<file path="config.mk">
export PLATFORM = sky130hd
export DESIGN_NAME = fsvid2axis_flat
export DESIGN_NICKNAME = d
export VERILOG_FILES = /design/src/rtl/fsvid2axis_if.sv /design/src/rtl/fsvid2axis.sv /design/src/flat_wrapper.sv
export SDC_FILE = /design/constraint.sdc
export NUM_CORES = 1
export LEC_CHECK = 0
export CAP_MARGIN = 30
export CORE_ASPECT_RATIO = 2
export CORE_MARGIN = 8
export CORE_UTILIZATION = 53
export DETAILED_ROUTE_END_ITERATION = 10
export GPL_ROUTABILITY_DRIVEN = 0
export PLACE_DENSITY = 0.85
export SYNTH_ARGS = -nofsm -noshare
export SYNTH_HDL_FRONTEND = slang
export SYNTH_SLANG_ARGS = --single-unit
</file>
<file path="constraint.sdc">
create_clock -name clk -period 3.15 [get_ports clk]
set_clock_uncertainty 0.15 [all_clocks]
set_input_delay 0.63 -clock clk [delete_from_list [all_inputs] [get_ports clk]]
set_output_delay 0.63 -clock clk [all_outputs]
set_load 0.01 [all_outputs]
</file>
<file path="src/rtl/fsvid2axis_if.sv">
// rtl/fsvid2axis_if.sv - AXI4-Stream video bus with master/slave views
interface fsvid2axis_if #(
  parameter int C_DATA_WIDTH = 8
);
  logic                    tvalid;
  logic                    tready;
  logic [C_DATA_WIDTH-1:0] tdata;
  logic                    tuser;
  logic                    tlast;

  modport master (output tvalid, output tdata, output tuser, output tlast, input tready);
  modport slave  (input tvalid, input tdata, input tuser, input tlast, output tready);
endinterface

</file>
<file path="src/rtl/fsvid2axis.sv">
// rtl/fsvid2axis.sv - parallel video timing to AXI4-Stream video with frame measurement
module fsvid2axis #(
  parameter int C_DATA_WIDTH = 8,
  parameter int C_FIFO_DEPTH = 16,
  parameter int C_IMG_WBITS  = 12,
  parameter int C_IMG_HBITS  = 12
) (
  input  logic                    clk,
  input  logic                    resetn,
  input  logic                    vid_active_video,
  input  logic                    vid_vblank,
  input  logic [C_DATA_WIDTH-1:0] vid_data,
  fsvid2axis_if.master            m_axis,
  output logic [C_IMG_WBITS-1:0]  frame_width,
  output logic [C_IMG_HBITS-1:0]  frame_height,
  output logic [31:0]             frame_cnt,
  output logic                    overflow
);
  localparam int AW = $clog2(C_FIFO_DEPTH);
  localparam logic [AW:0] DEPTH_L = (AW+1)'(C_FIFO_DEPTH);

  typedef enum logic [1:0] {S_SYNC, S_ARMED, S_ACTIVE, S_DROP} state_t;
  state_t state, state_nx;

  logic                    vblank_q;
  logic                    hold_valid, hold_sof, hold_last;
  logic [C_DATA_WIDTH-1:0] hold_data;
  logic [C_DATA_WIDTH+1:0] mem [C_FIFO_DEPTH];
  logic [C_DATA_WIDTH+1:0] rd_word;
  logic [AW-1:0]           wr_ptr, rd_ptr;
  logic [AW:0]             count, count_after;
  logic [C_IMG_WBITS-1:0]  pix_cnt;
  logic [C_IMG_HBITS-1:0]  line_tally;
  logic                    prev_px;

  logic px_in, vb_rise, rd_en, slot_avail, accepting;
  logic wr_en, wr_last, take, drop_px, frame_end, new_line;

  assign px_in       = vid_active_video & ~vid_vblank;
  assign vb_rise     = vid_vblank & ~vblank_q;
  assign rd_en       = m_axis.tvalid & m_axis.tready;
  // Space is judged after this edge's read so a full FIFO can still accept while draining.
  assign count_after = count - (AW+1)'(rd_en);
  assign slot_avail  = count_after < DEPTH_L;
  assign accepting   = (state == S_ARMED) || (state == S_ACTIVE);
  assign wr_en       = hold_valid & slot_avail;
  assign take        = px_in & accepting & (~hold_valid | slot_avail);
  assign drop_px     = px_in & accepting & hold_valid & ~slot_avail;
  assign wr_last     = hold_last | ~((state == S_ACTIVE) & px_in);
  assign frame_end   = (state == S_ACTIVE) & vb_rise;
  assign new_line    = take & (~prev_px | (state == S_ARMED));

  assign rd_word        = mem[rd_ptr];
  assign m_axis.tvalid  = (count != '0);
  assign m_axis.tdata   = m_axis.tvalid ? rd_word[C_DATA_WIDTH-1:0] : '0;
  assign m_axis.tuser   = m_axis.tvalid & rd_word[C_DATA_WIDTH];
  assign m_axis.tlast   = m_axis.tvalid & rd_word[C_DATA_WIDTH+1];

  always_comb begin
    state_nx = state;
    case (state)
      S_SYNC:   if (vid_vblank) state_nx = S_ARMED;
      S_ARMED:  if (take) state_nx = S_ACTIVE;
                else if (drop_px) state_nx = S_DROP;
      S_ACTIVE: if (vb_rise) state_nx = S_ARMED;
                else if (drop_px) state_nx = S_DROP;
      S_DROP:   if (vb_rise) state_nx = S_ARMED;
      default:  state_nx = S_SYNC;
    endcase
  end

  always_ff @(posedge clk or negedge resetn) begin
    if (!resetn) begin
      state    <= S_SYNC;
      vblank_q <= 1'b0;
      overflow <= 1'b0;
    end else begin
      state    <= state_nx;
      vblank_q <= vid_vblank;
      if (drop_px) overflow <= 1'b1;
    end
  end

  // A held pixel that cannot be written stays pending and is forced to end its line.
  always_ff @(posedge clk or negedge resetn) begin
    if (!resetn) begin
      hold_valid <= 1'b0;
      hold_sof   <= 1'b0;
      hold_last  <= 1'b0;
      hold_data  <= '0;
    end else if (take) begin
      hold_valid <= 1'b1;
      hold_sof   <= (state == S_ARMED);
      hold_last  <= 1'b0;
      hold_data  <= vid_data;
    end else if (wr_en) begin
      hold_valid <= 1'b0;
      hold_last  <= 1'b0;
    end else if (hold_valid) begin
      hold_last  <= 1'b1;
    end
  end

  always_ff @(posedge clk) begin
    if (wr_en) mem[wr_ptr] <= {wr_last, hold_sof, hold_data};
  end

  always_ff @(posedge clk or negedge resetn) begin
    if (!resetn) begin
      wr_ptr <= '0;
      rd_ptr <= '0;
      count  <= '0;
    end else begin
      if (wr_en) wr_ptr <= wr_ptr + 1'b1;
      if (rd_en) rd_ptr <= rd_ptr + 1'b1;
      case ({wr_en, rd_en})
        2'b10:   count <= count + 1'b1;
        2'b01:   count <= count - 1'b1;
        default: count <= count;
      endcase
    end
  end

  always_ff @(posedge clk or negedge resetn) begin
    if (!resetn) begin
      pix_cnt      <= '0;
      line_tally   <= '0;
      prev_px      <= 1'b0;
      frame_width  <= '0;
      frame_height <= '0;
      frame_cnt    <= '0;
    end else begin
      prev_px <= take;
      if (take) begin
        if (new_line) pix_cnt <= C_IMG_WBITS'(1);
        else if (pix_cnt != '1) pix_cnt <= pix_cnt + 1'b1;
        if (state == S_ARMED) line_tally <= C_IMG_HBITS'(1);
        else if (new_line && line_tally != '1) line_tally <= line_tally + 1'b1;
      end
      if (frame_end) begin
        frame_width  <= pix_cnt;
        frame_height <= line_tally;
        frame_cnt    <= frame_cnt + 1'b1;
      end
    end
  end
endmodule
</file>
<file path="src/flat_wrapper.sv">
// flat-port wrapper written by rule: the top's interface ports become plain ports
module fsvid2axis_flat 
#(
  parameter int C_DATA_WIDTH = 8,
  parameter int C_FIFO_DEPTH = 16,
  parameter int C_IMG_WBITS  = 12,
  parameter int C_IMG_HBITS  = 12
)
  (clk, resetn, vid_active_video, vid_vblank, vid_data, frame_width, frame_height, frame_cnt, overflow, m_axis_tvalid, m_axis_tdata, m_axis_tuser, m_axis_tlast, m_axis_tready);
  fsvid2axis_if #(.C_DATA_WIDTH(C_DATA_WIDTH)) m_axis_i ();
  input  logic clk;
  input  logic resetn;
  input  logic vid_active_video;
  input  logic vid_vblank;
  input  logic [C_DATA_WIDTH-1:0] vid_data;
  output logic [C_IMG_WBITS-1:0] frame_width;
  output logic [C_IMG_HBITS-1:0] frame_height;
  output logic [31:0] frame_cnt;
  output logic overflow;
  output wire logic [$bits(m_axis_i.tvalid)-1:0] m_axis_tvalid;
  output wire logic [$bits(m_axis_i.tdata)-1:0] m_axis_tdata;
  output wire logic [$bits(m_axis_i.tuser)-1:0] m_axis_tuser;
  output wire logic [$bits(m_axis_i.tlast)-1:0] m_axis_tlast;
  input wire logic [$bits(m_axis_i.tready)-1:0] m_axis_tready;
  assign m_axis_tvalid = m_axis_i.tvalid;
  assign m_axis_tdata = m_axis_i.tdata;
  assign m_axis_tuser = m_axis_i.tuser;
  assign m_axis_tlast = m_axis_i.tlast;
  assign m_axis_i.tready = m_axis_tready;
  fsvid2axis #(.C_DATA_WIDTH(C_DATA_WIDTH), .C_FIFO_DEPTH(C_FIFO_DEPTH), .C_IMG_WBITS(C_IMG_WBITS), .C_IMG_HBITS(C_IMG_HBITS)) u_core (.clk(clk), .resetn(resetn), .vid_active_video(vid_active_video), .vid_vblank(vid_vblank), .vid_data(vid_data), .m_axis(m_axis_i), .frame_width(frame_width), .frame_height(frame_height), .frame_cnt(frame_cnt), .overflow(overflow));
endmodule
</file>
### Word level (Yosys, flattened, before mapping)

Memories as Yosys holds them, arrays and structs flattened.
Cells that the tools add are included.

| cells by class | value |
|---|---|
| order comparisons | 1 |
| bitwise logic cells | 22 |
| equal/unequal tests | 9 |
| $add $sub $neg | 8 |
| reductions and logical operators | 12 |
| multiplexer cells | 19 |

Operators with widths:

| operator | count |
|---|---|
| 12-bit 2-to-1 mux | 4 |
| 32-bit by 1-bit adder with 32-bit output (second input constant) | 1 |
| 12-bit by 1-bit adder with 12-bit output (second input constant) | 2 |
| 12-bit inequality test (second input constant) | 2 |
| 1-bit AND | 13 |
| 2-bit 2-to-1 mux | 5 |
| 5-bit one-hot mux with 2 select lines | 1 |
| 4-bit by 1-bit adder with 4-bit output (second input constant) | 2 |
| 8-bit 2-to-1 mux | 1 |
| 2-bit one-hot mux with 4 select lines | 1 |
| 2-bit nonzero test | 4 |
| 1-bit 2-to-1 mux | 7 |
| 2-bit == test (second input constant) | 3 |
| 1-bit inverter | 6 |
| 2-bit AND reduction | 3 |
| 5-bit by 1-bit adder with 5-bit output (second input constant) | 1 |
| 5-bit less-than comparator (second input constant) | 1 |
| 5-bit nonzero test | 1 |
| 5-bit by 1-bit subtractor with 5-bit output | 1 |
| 5-bit by 1-bit subtractor with 5-bit output (second input constant) | 1 |
| 2-bit by 1-bit == test with 1-bit output (second input constant) | 2 |
| 1-bit OR | 3 |
| 3-bit nonzero test | 1 |
| 2-bit zero test | 1 |
| other kinds (4) | 4 |

| storage, ports and cells | value |
|---|---|
| output and inout bits | 68 |
| logic and storage cells | 88 |
| memories kept | 1 |
| bits in writable memories | 160 |
| register bits after elaboration | 109 |
| input bits | 13 |

Memory list:

| memory | depth | width | rd ports | clocked after Yosys merged registers in | wr ports | line | text |
|---|---|---|---|---|---|---|---|
| u_core.mem | 16 | 10 | 1 | 0 | 1 | fsvid2axis.sv:28 | `logic [C_DATA_WIDTH+1:0] mem [C_FIFO_DEPTH];` |

### Depth between registers and ports, before layout

| depth | value |
|---|---|
| depth after elaboration | 10 |
| depth in mapped cells | 13 |
| depth with buffers taken out | 11 |

### Least setup slack after synthesis

OpenSTA, ideal clock, no wires.

| timing path | value |
|---|---|
| kind | flip-flop to flip-flop |
| start point | register u_core.count[2] |
| end point | memory u_core.mem[1][0] (netlist name) (enable) |
| period minus slack after synthesis | 3.075 ns |
| arrival | 2.517 ns |
| data required time | 2.593 ns |
| cell stages (with the launch flop) | 7 |
| setup slack | 0.075 ns |
| path buffers | 1 |
| library setup time | 0.407 ns |
| path through | dfrtp_1 -> clkbuf_1 -> nor4_1 -> a21boi_0 -> nor2_1 -> inv_1 -> nor4b_1 |

| between the ends | value |
|---|---|
| longest elaborated chain between the ends | 7 |

Ends and longest elaborated chain:

| item | line | text |
|---|---|---|
| start: declaration | fsvid2axis.sv:31 | `logic [AW:0] count, count_after;` |
| start signal: assignment | fsvid2axis.sv:117 | `2'b10: count <= count + 1'b1;` |
| start signal: assignment | fsvid2axis.sv:118 | `2'b01: count <= count - 1'b1;` |
| start signal: assignment | fsvid2axis.sv:119 | `default: count <= count;` |
| 5-bit nonzero test | fsvid2axis.sv:54 | `assign m_axis.tvalid = (count != '0);` |
| 1-bit AND | fsvid2axis.sv:41 | `assign rd_en = m_axis.tvalid & m_axis.tready;` |
| 5-bit by 1-bit subtractor with 5-bit output * | fsvid2axis.sv:43 | `assign count_after = count - (AW+1)'(rd_en);` |
| 5-bit less-than comparator * | fsvid2axis.sv:44 | `assign slot_avail = count_after < DEPTH_L;` |
| 1-bit AND * | fsvid2axis.sv:46 | `assign wr_en = hold_valid & slot_avail;` |
| 1-bit 2-to-1 mux * | fsvid2axis.sv:105 | `if (wr_en) mem[wr_ptr] <= {wr_last, hold_sof, hold_data};` |
| 1-bit 2-to-1 mux (not written as such) * | fsvid2axis.sv:105 |  |
| end: declaration | fsvid2axis.sv:28 |  |

Every way passes the cells marked *; elsewhere a longest branch is shown, timed or not.

### Worst setup path after layout

| timing path | value |
|---|---|
| start point | register u_core.rd_ptr[0] |
| end point | output m_axis_tdata[3] |

| between the ends | value |
|---|---|
| longest elaborated chain between the ends | 2 |

Ends and longest elaborated chain:

| item | line | text |
|---|---|---|
| start: declaration | fsvid2axis.sv:30 | `logic [AW-1:0] wr_ptr, rd_ptr;` |
| start signal: assignment | fsvid2axis.sv:115 | `if (rd_en) rd_ptr <= rd_ptr + 1'b1;` |
| memory 16 x 10 bit | -- |  |
| 8-bit 2-to-1 mux | fsvid2axis.sv:55 | `assign m_axis.tdata = m_axis.tvalid ? rd_word[C_DATA_WIDTH-1:0] : '0;` |
| end: declaration | flat_wrapper.sv:21 | `output wire logic [$bits(m_axis_i.tdata)-1:0] m_axis_tdata;` |

Every way passes these cells.

==> results by group <==
Logic synthesis
  – Post-synth ARST share: 40.5%
  – Cell area after synthesis: 0.0115 sq mm
  – Synthesis-stage register bit count: 269
  – Mapped Nets: 847
  – Synth Flop Type: edfxtp_1
  – Sequential area share after synthesis: 65.3%
  – Post-Synthesis Cells: 818
  – Synthesized area per cell: 14.1 sq um
  – Distinct cells, synth: 55
  – Number of flops mapped to enable cells by yosys: 160
  – Yosys warnings: 0

Layout
  – Nets@finish: 957
  – Synth-to-Final Area Change: 19.7%
  – Cell area after layout: 0.0138 sq mm
  – Most frequent cells in the layout: edfxtp_1 (160), nand2_1 (116), dfrtp_1 (107)
  – Antenna Cells: 0
  – Commonest non-fill, non-tap cell in the layout: edfxtp_1
  – Final core utilization: 64.3%
  – Layout cell share with drive strength beyond 1: 16.5%

Die
  – Die H: 225 microns
  – Cell row count: 76
  – Die ar.: 0.0270 sq mm
  – Initial Util: 53.7%
  – Die Span X: 120 microns
  – Core area: 0.0215 sq mm
  – # IOs: 81

Run status
  – Run status: finished clean

Drt
  – Routed wl met2: 15000 microns
  – DRT iter0 DRCs: 406
  – Met1 Wirelength: 9440 microns
  – Drt total wl: 26200 microns
  – Via/cell ratio: 5.93
  – Avg WL per Cell: 21.5 microns
  – Routed Antenna Nets: 0
  – WL met3: 985 microns
  – Post-route DRC violation count: 0
  – Length of the first detailed-routing pass in iterations: 5
  – Vias: 7211
  – Uppermost layer routed: met4

Critical path
  – Startpoint types: flip-flop
  – WP data required: 2.37 ns
  – Crit. End Element: primary output
  – WP data arrival: 2.34 ns
  – CP max FO: 12
  – Crit Path Category: flip-flop to primary output
  – R2R Setup Slk: 0.29 ns

Clocking
  – Root buffer cell: clkbuf_16
  – CTS max path bufs: 3
  – Worst skew pair latency: 0.51 ns
  – # clock sinks: 269
  – H-tree levels: 1
  – CTS tree: built
  – Clk slew on worst S/H paths: 0.07 ns
  – Total CTS buffers: 22

Global route
  – Largest net degree at the start of global routing: 48
  – Overall Global Routing Usage: 19.9%
  – Number of global-route vias before repair: 7882
  – First-pass GRT wire length: 42200 microns
  – GRT Residual Overflow: 0
  – Initial antenna violation count: 0

STA
  – Worst setup margin: 0.0321 ns
  – Setup TNS: 0 ns
  – Pins Over Slew Limit: 0
  – Final Hold Fails: 0
  – Hold WS: 0.322 ns
  – Highest Clock Rate: 321 MHz
  – # setup viols final: 0
  – Final period util: 99.0%
  – Period minus WS final: 3.12 ns
  – Slew headroom: 51.1%
  – RSZ-0062 raised after global routing: true
  – Worst-margin pin slew: 0.730 ns

Min path
  – Min-Delay Path Class: flip-flop to flip-flop

Pwr
  – Power Dens Cells: 820 mW/mm^2
  – Static Leak: 0.00541 uW
  – Worst ir drop on vdd: 0.721 mV

Placed design
  – Post-DP Area: 0.0129 sq mm
  – Post-DP HPWL: 17500 microns
  – Worst slack, placed: 0.0856 ns
  – # port buffers: 80

Flow run
  – Max cap viols: 0
worst paths after layout:
kind,depth (start not counted),to,startpoint
worst max register to register,12,u_core.count[4],u_core.count[1]
worst min-delay path,1,u_core.frame_cnt[31],u_core.frame_cnt[31]
worst max-delay path,5,m_axis_tdata[3],u_core.rd_ptr[0]
min in group asynchronous,2,u_core.frame_cnt[9],resetn
worst min register to register,1,u_core.frame_cnt[31],u_core.frame_cnt[31]
max in group asynchronous,3,u_core.count[1],resetn
state kept, by name (all words and copies together) (netlist names):
name                 count
u_core.count             5
u_core.frame_cnt        32
u_core.frame_height     12
u_core.frame_width      12
u_core.hold_data         8
u_core.hold_last         1
u_core.hold_sof          1
u_core.hold_valid        1
u_core.line_tally       12
u_core.mem             160
u_core.overflow          1
u_core.pix_cnt          12
u_core.prev_px           1
u_core.rd_ptr            4
u_core.state             2
u_core.vblank_q          1
u_core.wr_ptr            4
cell usage after synthesis, types with 13 or more instances:
cell	number	area share (%)
edfxtp_1	160	42
nand2_1	116	3.8
dfrtp_1	109	24
mux4_2	40	7.8
clkbuf_1	29	0.94
xor2_1	26	2.0
nand3_1	24	1.0
inv_1	21	0.68
mux2i_1	21	1.8
nor3_1	21	0.91
a21oi_1	17	0.74
and4_1	16	1.2
ha_1	16	1.7
nor4_1	16	0.87
xnor2_1	16	1.2
nor2_1	15	0.49
nand4_1	14	0.76
o21ai_0	14	0.61
and2_1	13	0.70
report_power, final:
group          switching (uW)  total (uW)  internal [uW]
logic                    1760        3540           1770
registers                 564        4920           4360
clock network            1250        2870           1620
worst max-delay path, cell delays in order, from the launching register on:
cell and delay (ns):
dfrtp_2 0.45, buf_12 0.18, mux4_2 0.54, mux2i_4 0.21, o22ai_2 0.13, dlygate4sd2_1 0.30
layer usage:
metal / track usage, % / vias up
met3: 2.84 / 45
met1: 20.6 / 3660
li1: - / 3313
met5: 0 / -
met2: 39.0 / 193
met4: 7.14 / 0
cell type report:
cell class | count | area (sq um)
Tap cell | 273 | 342
Inverter | 21 | 78.8
Multi-Input combinational cell | 487 | 3850
Sequential cell | 269 | 7530
Clock buffer | 26 | 597
Timing Repair Buffer | 127 | 1240
Fill cell | 1583 | 7680
Clock inverter | 14 | 163
timing repair:
| item | CTS | global route |
|---|---|---|
| gates resized for setup | 31 | 11 |
| endpoints found under the hold margin | 39 | 0 |
| endpoints found under the setup margin | 10 | 9 |
| pin swaps | 1 | 0 |
| gates cloned | 1 | 0 |
| buffers inserted | 6 | 3 |
| hold buffers | 1 | 0 |
metrics by stage:
stage	power, uW	std cells
3_3_place_gp	8140	1166
5_1_grt	11900	1217
3_5_place_dp	8280	1166
4_1_cts	11400	1214
2_1_floorplan	6900	818
6_report	11300	1217
cell families after synthesis:
family / synth area share (%)
simple gates: 12.7
flops: 65.3
compound gates: 4.99
mux: 9.92
buf+inv: 2.21
xor+xnor: 3.19
fa+ha+maj: 1.74
(Power assumes the default switching activity.)
